==> src/rtl/input_ctrl.sv <==
// Input-side frame controller: slices a DMA sample stream into FRAME_LEN-sample frames for the FFT core,
// issuing one config word ahead of each frame. Optional short-packet zero padding via INPUT_CTRL_ZERO_PAD_EN.
module input_ctrl #(
    parameter int FRAME_LEN = 256,
    parameter int CNT_W     = 8,
    parameter int SCALE_W   = 8,
    parameter int CFG_W     = 16
) (
    input  logic               i_clk,
    input  logic               i_rst_n,
    input  logic [31:0]        i_data,
    input  logic               i_data_valid,
    input  logic               i_data_last,
    output logic               o_data_ready,
    output logic [31:0]        o_data,
    output logic               o_data_valid,
    output logic               o_data_last,
    input  logic               i_data_ready,
    output logic [CFG_W-1:0]   o_cfg_data,
    output logic               o_cfg_valid,
    input  logic               i_cfg_ready,
    input  logic               i_fwd_inv,
    input  logic [SCALE_W-1:0] i_scale_sch,
    output logic [15:0]        o_frame_cnt,
    output logic               o_busy
);

    typedef enum logic [1:0] {
        ST_CFG    = 2'd0,
        ST_STREAM = 2'd1,
        ST_PAD    = 2'd2
    } state_t;

    localparam logic [CNT_W-1:0] CNT_LAST = CNT_W'(FRAME_LEN - 1);

    state_t             state_q, state_d;
    logic [CNT_W-1:0]   cnt_q, cnt_d;
    logic [31:0]        data_q, data_d;
    logic               valid_q, valid_d;
    logic               last_q, last_d;
    logic               cfg_valid_q, cfg_valid_d;
    logic [CFG_W-1:0]   cfg_data_q, cfg_data_d;
    logic [15:0]        frame_cnt_q, frame_cnt_d;
    logic               data_ready;
    logic               out_fire;

    assign out_fire = valid_q & i_data_ready;

    always_comb begin
        state_d     = state_q;
        cnt_d       = cnt_q;
        data_d      = data_q;
        valid_d     = valid_q;
        last_d      = last_q;
        cfg_valid_d = cfg_valid_q;
        cfg_data_d  = cfg_data_q;
        frame_cnt_d = frame_cnt_q;
        data_ready  = 1'b0;

        // Draining the output register; a same-cycle reload below keeps valid high.
        if (out_fire) begin
            valid_d = 1'b0;
            if (last_q) begin
                frame_cnt_d = frame_cnt_q + 16'd1;
            end
        end

        case (state_q)
            ST_CFG: begin
                if (!cfg_valid_q) begin
                    cfg_valid_d            = 1'b1;
                    cfg_data_d             = '0;
                    cfg_data_d[SCALE_W:0]  = {i_scale_sch, i_fwd_inv};
                end else if (i_cfg_ready) begin
                    cfg_valid_d = 1'b0;
                    state_d     = ST_STREAM;
                end
            end
            ST_STREAM: begin
                data_ready = !valid_q || i_data_ready;
                if (i_data_valid && data_ready) begin
                    data_d  = i_data;
                    valid_d = 1'b1;
                    last_d  = (cnt_q == CNT_LAST);
                    if (cnt_q == CNT_LAST) begin
                        cnt_d   = '0;
                        state_d = ST_CFG;
                    end else begin
                        cnt_d = cnt_q + 1'b1;
`ifdef INPUT_CTRL_ZERO_PAD_EN
                        if (i_data_last) begin
                            state_d = ST_PAD;
                        end
`endif
                    end
                end
            end
            ST_PAD: begin
                // Fill the rest of a short frame with zero samples at the sink's pace.
                if (!valid_q || i_data_ready) begin
                    data_d  = '0;
                    valid_d = 1'b1;
                    last_d  = (cnt_q == CNT_LAST);
                    if (cnt_q == CNT_LAST) begin
                        cnt_d   = '0;
                        state_d = ST_CFG;
                    end else begin
                        cnt_d = cnt_q + 1'b1;
                    end
                end
            end
            default: begin
                state_d = ST_CFG;
            end
        endcase
    end

    always_ff @(posedge i_clk or negedge i_rst_n) begin
        if (!i_rst_n) begin
            state_q     <= ST_CFG;
            cnt_q       <= '0;
            data_q      <= '0;
            valid_q     <= 1'b0;
            last_q      <= 1'b0;
            cfg_valid_q <= 1'b0;
            cfg_data_q  <= '0;
            frame_cnt_q <= '0;
        end else begin
            state_q     <= state_d;
            cnt_q       <= cnt_d;
            data_q      <= data_d;
            valid_q     <= valid_d;
            last_q      <= last_d;
            cfg_valid_q <= cfg_valid_d;
            cfg_data_q  <= cfg_data_d;
            frame_cnt_q <= frame_cnt_d;
        end
    end

    assign o_data_ready = data_ready;
    assign o_data       = data_q;
    assign o_data_valid = valid_q;
    assign o_data_last  = last_q;
    assign o_cfg_data   = cfg_data_q;
    assign o_cfg_valid  = cfg_valid_q;
    assign o_frame_cnt  = frame_cnt_q;
    assign o_busy       = (state_q != ST_CFG) || valid_q;

endmodule

==> config.mk <==
export PLATFORM = sky130hd
export DESIGN_NAME = input_ctrl
export DESIGN_NICKNAME = d
export VERILOG_FILES = /design/src/rtl/input_ctrl.sv
export SDC_FILE = /design/constraint.sdc
export NUM_CORES = 1
export LEC_CHECK = 0
export ABC_AREA = 1
export ABC_CLOCK_PERIOD_IN_PS = 2000
export CAP_MARGIN = 10
export CORE_MARGIN = 4
export CORE_UTILIZATION = 30
export CTS_CLUSTER_SIZE = 12
export DETAILED_ROUTE_END_ITERATION = 7
export GPL_TIMING_DRIVEN = 1
export SETUP_SLACK_MARGIN = 0.15
export SLEW_MARGIN = 20
export SYNTH_ARGS = -nofsm -noshare
export SYNTH_HDL_FRONTEND = slang
export SYNTH_SLANG_ARGS = --single-unit
==> constraint.sdc <==
create_clock -name i_clk -period 2 [get_ports i_clk]
set_input_delay 0.3 -clock i_clk [delete_from_list [all_inputs] [get_ports i_clk]]
set_output_delay 0.3 -clock i_clk [all_outputs]
set_load 0.01 [all_outputs]
==> flow_summary.yaml <==
run_status:
  outcome: "complete, no violations"
floorplan:
  die_w_um: 109
  io_pins: 116
  fp-row-count: 36
  fp.coreArea_um2: 9860
  die_h_um: 109
  die_area_um2: 11900
  initial_core_util_pct: 31.0
routing:
  drt-pass1-iter-count: 4
  finalWirelength_um: 7020
  drt_iter0_drc: 74
  drcViolationCount: 0
  ant_nets: 0
  num_vias: 2425
  via_per_inst: 4.10
  wl_per_cell_um: 11.9
power_and_ir_drop:
  power.share.sequential_pct: 41.8
  switching_power_w: 0.00114
  power.density_nw_per_um2: 951
  p_int_w: 0.00317
  sw_frac_of_total_pct: 26.4
  power_frac_comb_pct: 23.1
  leakagePower_nw: 2.16
  clkPwrFrac_pct: 35.1
  power_w: 0.00431
  peakVddDrop_mv: 0.626
layout:
  num-nets-final: 503
  diodes: 0
  drive_gt1_share_pct: 10.5
  area_growth_pct: 48.4
clock_tree:
  clk_latency_ns: 0.34
  post_cts_buffers: 0
  clockBufferDepth: 2
  root_buffer: "clkbuf_8"
  cts_tree: "yes"
  clkSinkCount: 69
  htree_levels: 3
  clkSlewWorstSetupHoldPaths_ns: 0.08
  cts_buffers: 9
grt:
  antenna_found_initial: 0
  overflow: 0
  grt_pass1_wl_um: 11400
  grt_pass1_vias: 2425
  grt_max_degree: 70
  grtUsageTotal_pct: 12.1
placement:
  hpwl_um: 5020
  gp_congestion: 0.757
  numPortBuffers: 107
min_path:
  hp-class: "reg -> reg"
  min_path_cells: 2
flow_run:
  cap_violations: 0
logic_synthesis:
  syn_inst: 340
  synth.cell_area_um2: 3050
  synth-edff-count: 0
  synth_area_leaders: "dfrtp_1, nand2_1, mux2_2"
  syn_area_per_cell_um2: 8.98
  synth_seq_cells: 69
  synth_warnings: 0
  synth_top_cell_area_share_pct: 56.5
  synth_top_cell_by_area: "dfrtp_1"
  seq_area_frac_synth_pct: 56.5
  async_flop_share_pct: 100
  synthDistinctLibCells: 26
  synth_flop_cell: "dfrtp_1"
sta:
  hold_viol_final: 0
  fin_crit_sh_pct: 84.4
  setup_viol: 0
  setup_tns_ns: 0
  skew_ns: 0.0115
  max_freq_mhz: 592
  report.final.slew_viol_count: 0
  rsz0062_at_grt: "false"
  finalCriticalPeriod_ns: 1.69
setup_path:
  cp-start-kind: "flip-flop"
  crit_type: "reg -> out"
  critical_path_arrival_ns: 1.39
  reg2regPathDepth: 2
  critPathCaptureType: "primary output"
  cp.required_ns: 1.70
  crit_fanout: 6
## metrics by stage
step	util [%]	std cells	cell area [um^2]	setup WS [ns]	hold slack (ns)
final	45.9	592	4530	0.311	0.483
after global routing	45.9	592	4530	0.262	0.476
after CTS	45.9	592	4530	0.279	0.460
after detailed placement	43.1	575	4250	0.130	0.360
after global placement	43.1	575	4250	0.121	0.354
after floorplan	-	346	3080	0.754	0.00441
## synthesized netlist by cell type, types with 4 or more instances
cell	number
buf_4	10
dfrtp_1	69
inv_1	22
mux2_2	9
nand2_1	148
nand2_2	4
nand3_1	8
nor2_1	22
nor2_2	4
o21ai_0	7
xnor2_1	5
xor2_1	7
## timing repair
action,4_1_cts,5_1_grt
endpoints found under the hold margin,69,0
setup endpoints to repair,2,0
hold buffers,1,0
resized for setup,4,0
## power groups by stage
| stage | clock network [W] | registers, W | logic, W |
|---|---|---|---|
| after global placement | 0 | 0.00182 | 0.00100 |
| after global routing | 0.00161 | 0.00184 | 0.00110 |
| final | 0.00151 | 0.00180 | 0.000996 |
| after floorplan | 0 | 0.00190 | 0.000345 |
| after CTS | 0.00157 | 0.00181 | 0.00102 |
| after detailed placement | 0 | 0.00183 | 0.00102 |
## path summary, 6_finish.rpt
check | endpoint | start | slack, ns
worst max-delay path | o_busy | state_q[0] | 0.31
worst min-delay path | o_data[28] | o_data[28] | 0.48
worst max register to register | o_cfg_data[3] | state_q[0] | 0.62
worst min register to register | o_data[28] | o_data[28] | 0.48
max in group asynchronous | o_data[0] | i_rst_n | 1.17
min in group asynchronous | o_cfg_data[7] | i_rst_n | 0.51
## final cells by class
class / instances / area (um^2)
Inverter: 24 / 90.1
Clock buffer: 9 / 124
Fill cell: 937 / 5330
Timing Repair Buffer: 112 / 1130
Tap cell: 133 / 166
Multi-Input combinational cell: 238 / 1150
Sequential cell: 69 / 1730
Clock inverter: 7 / 146
## critical path, cell delays in order, from the launching register on
cell	delay, ns
dfrtp_2	0.46
or2_2	0.30
dlygate4sd2_1	0.29
## sequential cells by signal, summed over array words and instances (netlist names)
name / count
o_data: 32
o_frame_cnt: 16
o_cfg_data: 9
cnt_q: 8
o_cfg_valid: 1
o_data_last: 1
o_data_valid: 1
state_q: 1
## cell families after synthesis
family	count (synthesis)	share of synthesized area (%)
other cells	1	0.123
fa+ha+maj	2	0.819
xor+xnor	12	3.44
simple gates	196	27.1
buf+inv	39	6.64
flops	69	56.5
compound gates	12	2.05
mux	9	3.32
## layer usage
metal / share of wire [%] / track usage (%) / up-vias
met5: 0 / 0 / -
met3: 9.6 / 5.45 / 10
met2: 45 / 19.7 / 80
li1: - / - / 1252
met4: 1.5 / 4.06 / 0
met1: 43 / 14.3 / 1083
## placed cells by master, fill, tap and decap left out, drive strengths merged, types with 2 or more instances in the layout
cell / Yosys / routed
clkinv: 0 / 2
clkdlybuf4s50: 0 / 104
inv: 24 / 25
dlygate4sd2: 0 / 2
ha: 2 / 2
o21ai: 8 / 8
buf: 15 / 5
conb: 1 / 7
xnor2: 5 / 5
nand3: 11 / 11
dfrtp: 69 / 69
bufinv: 0 / 4
clkbuf: 0 / 9
nand2: 152 / 152
mux2: 9 / 9
nand3b: 2 / 2
nor3: 2 / 2
nor2: 28 / 28
a21oi: 3 / 3
xor2: 7 / 7
Note: power is estimated with default switching activity, not from simulation.
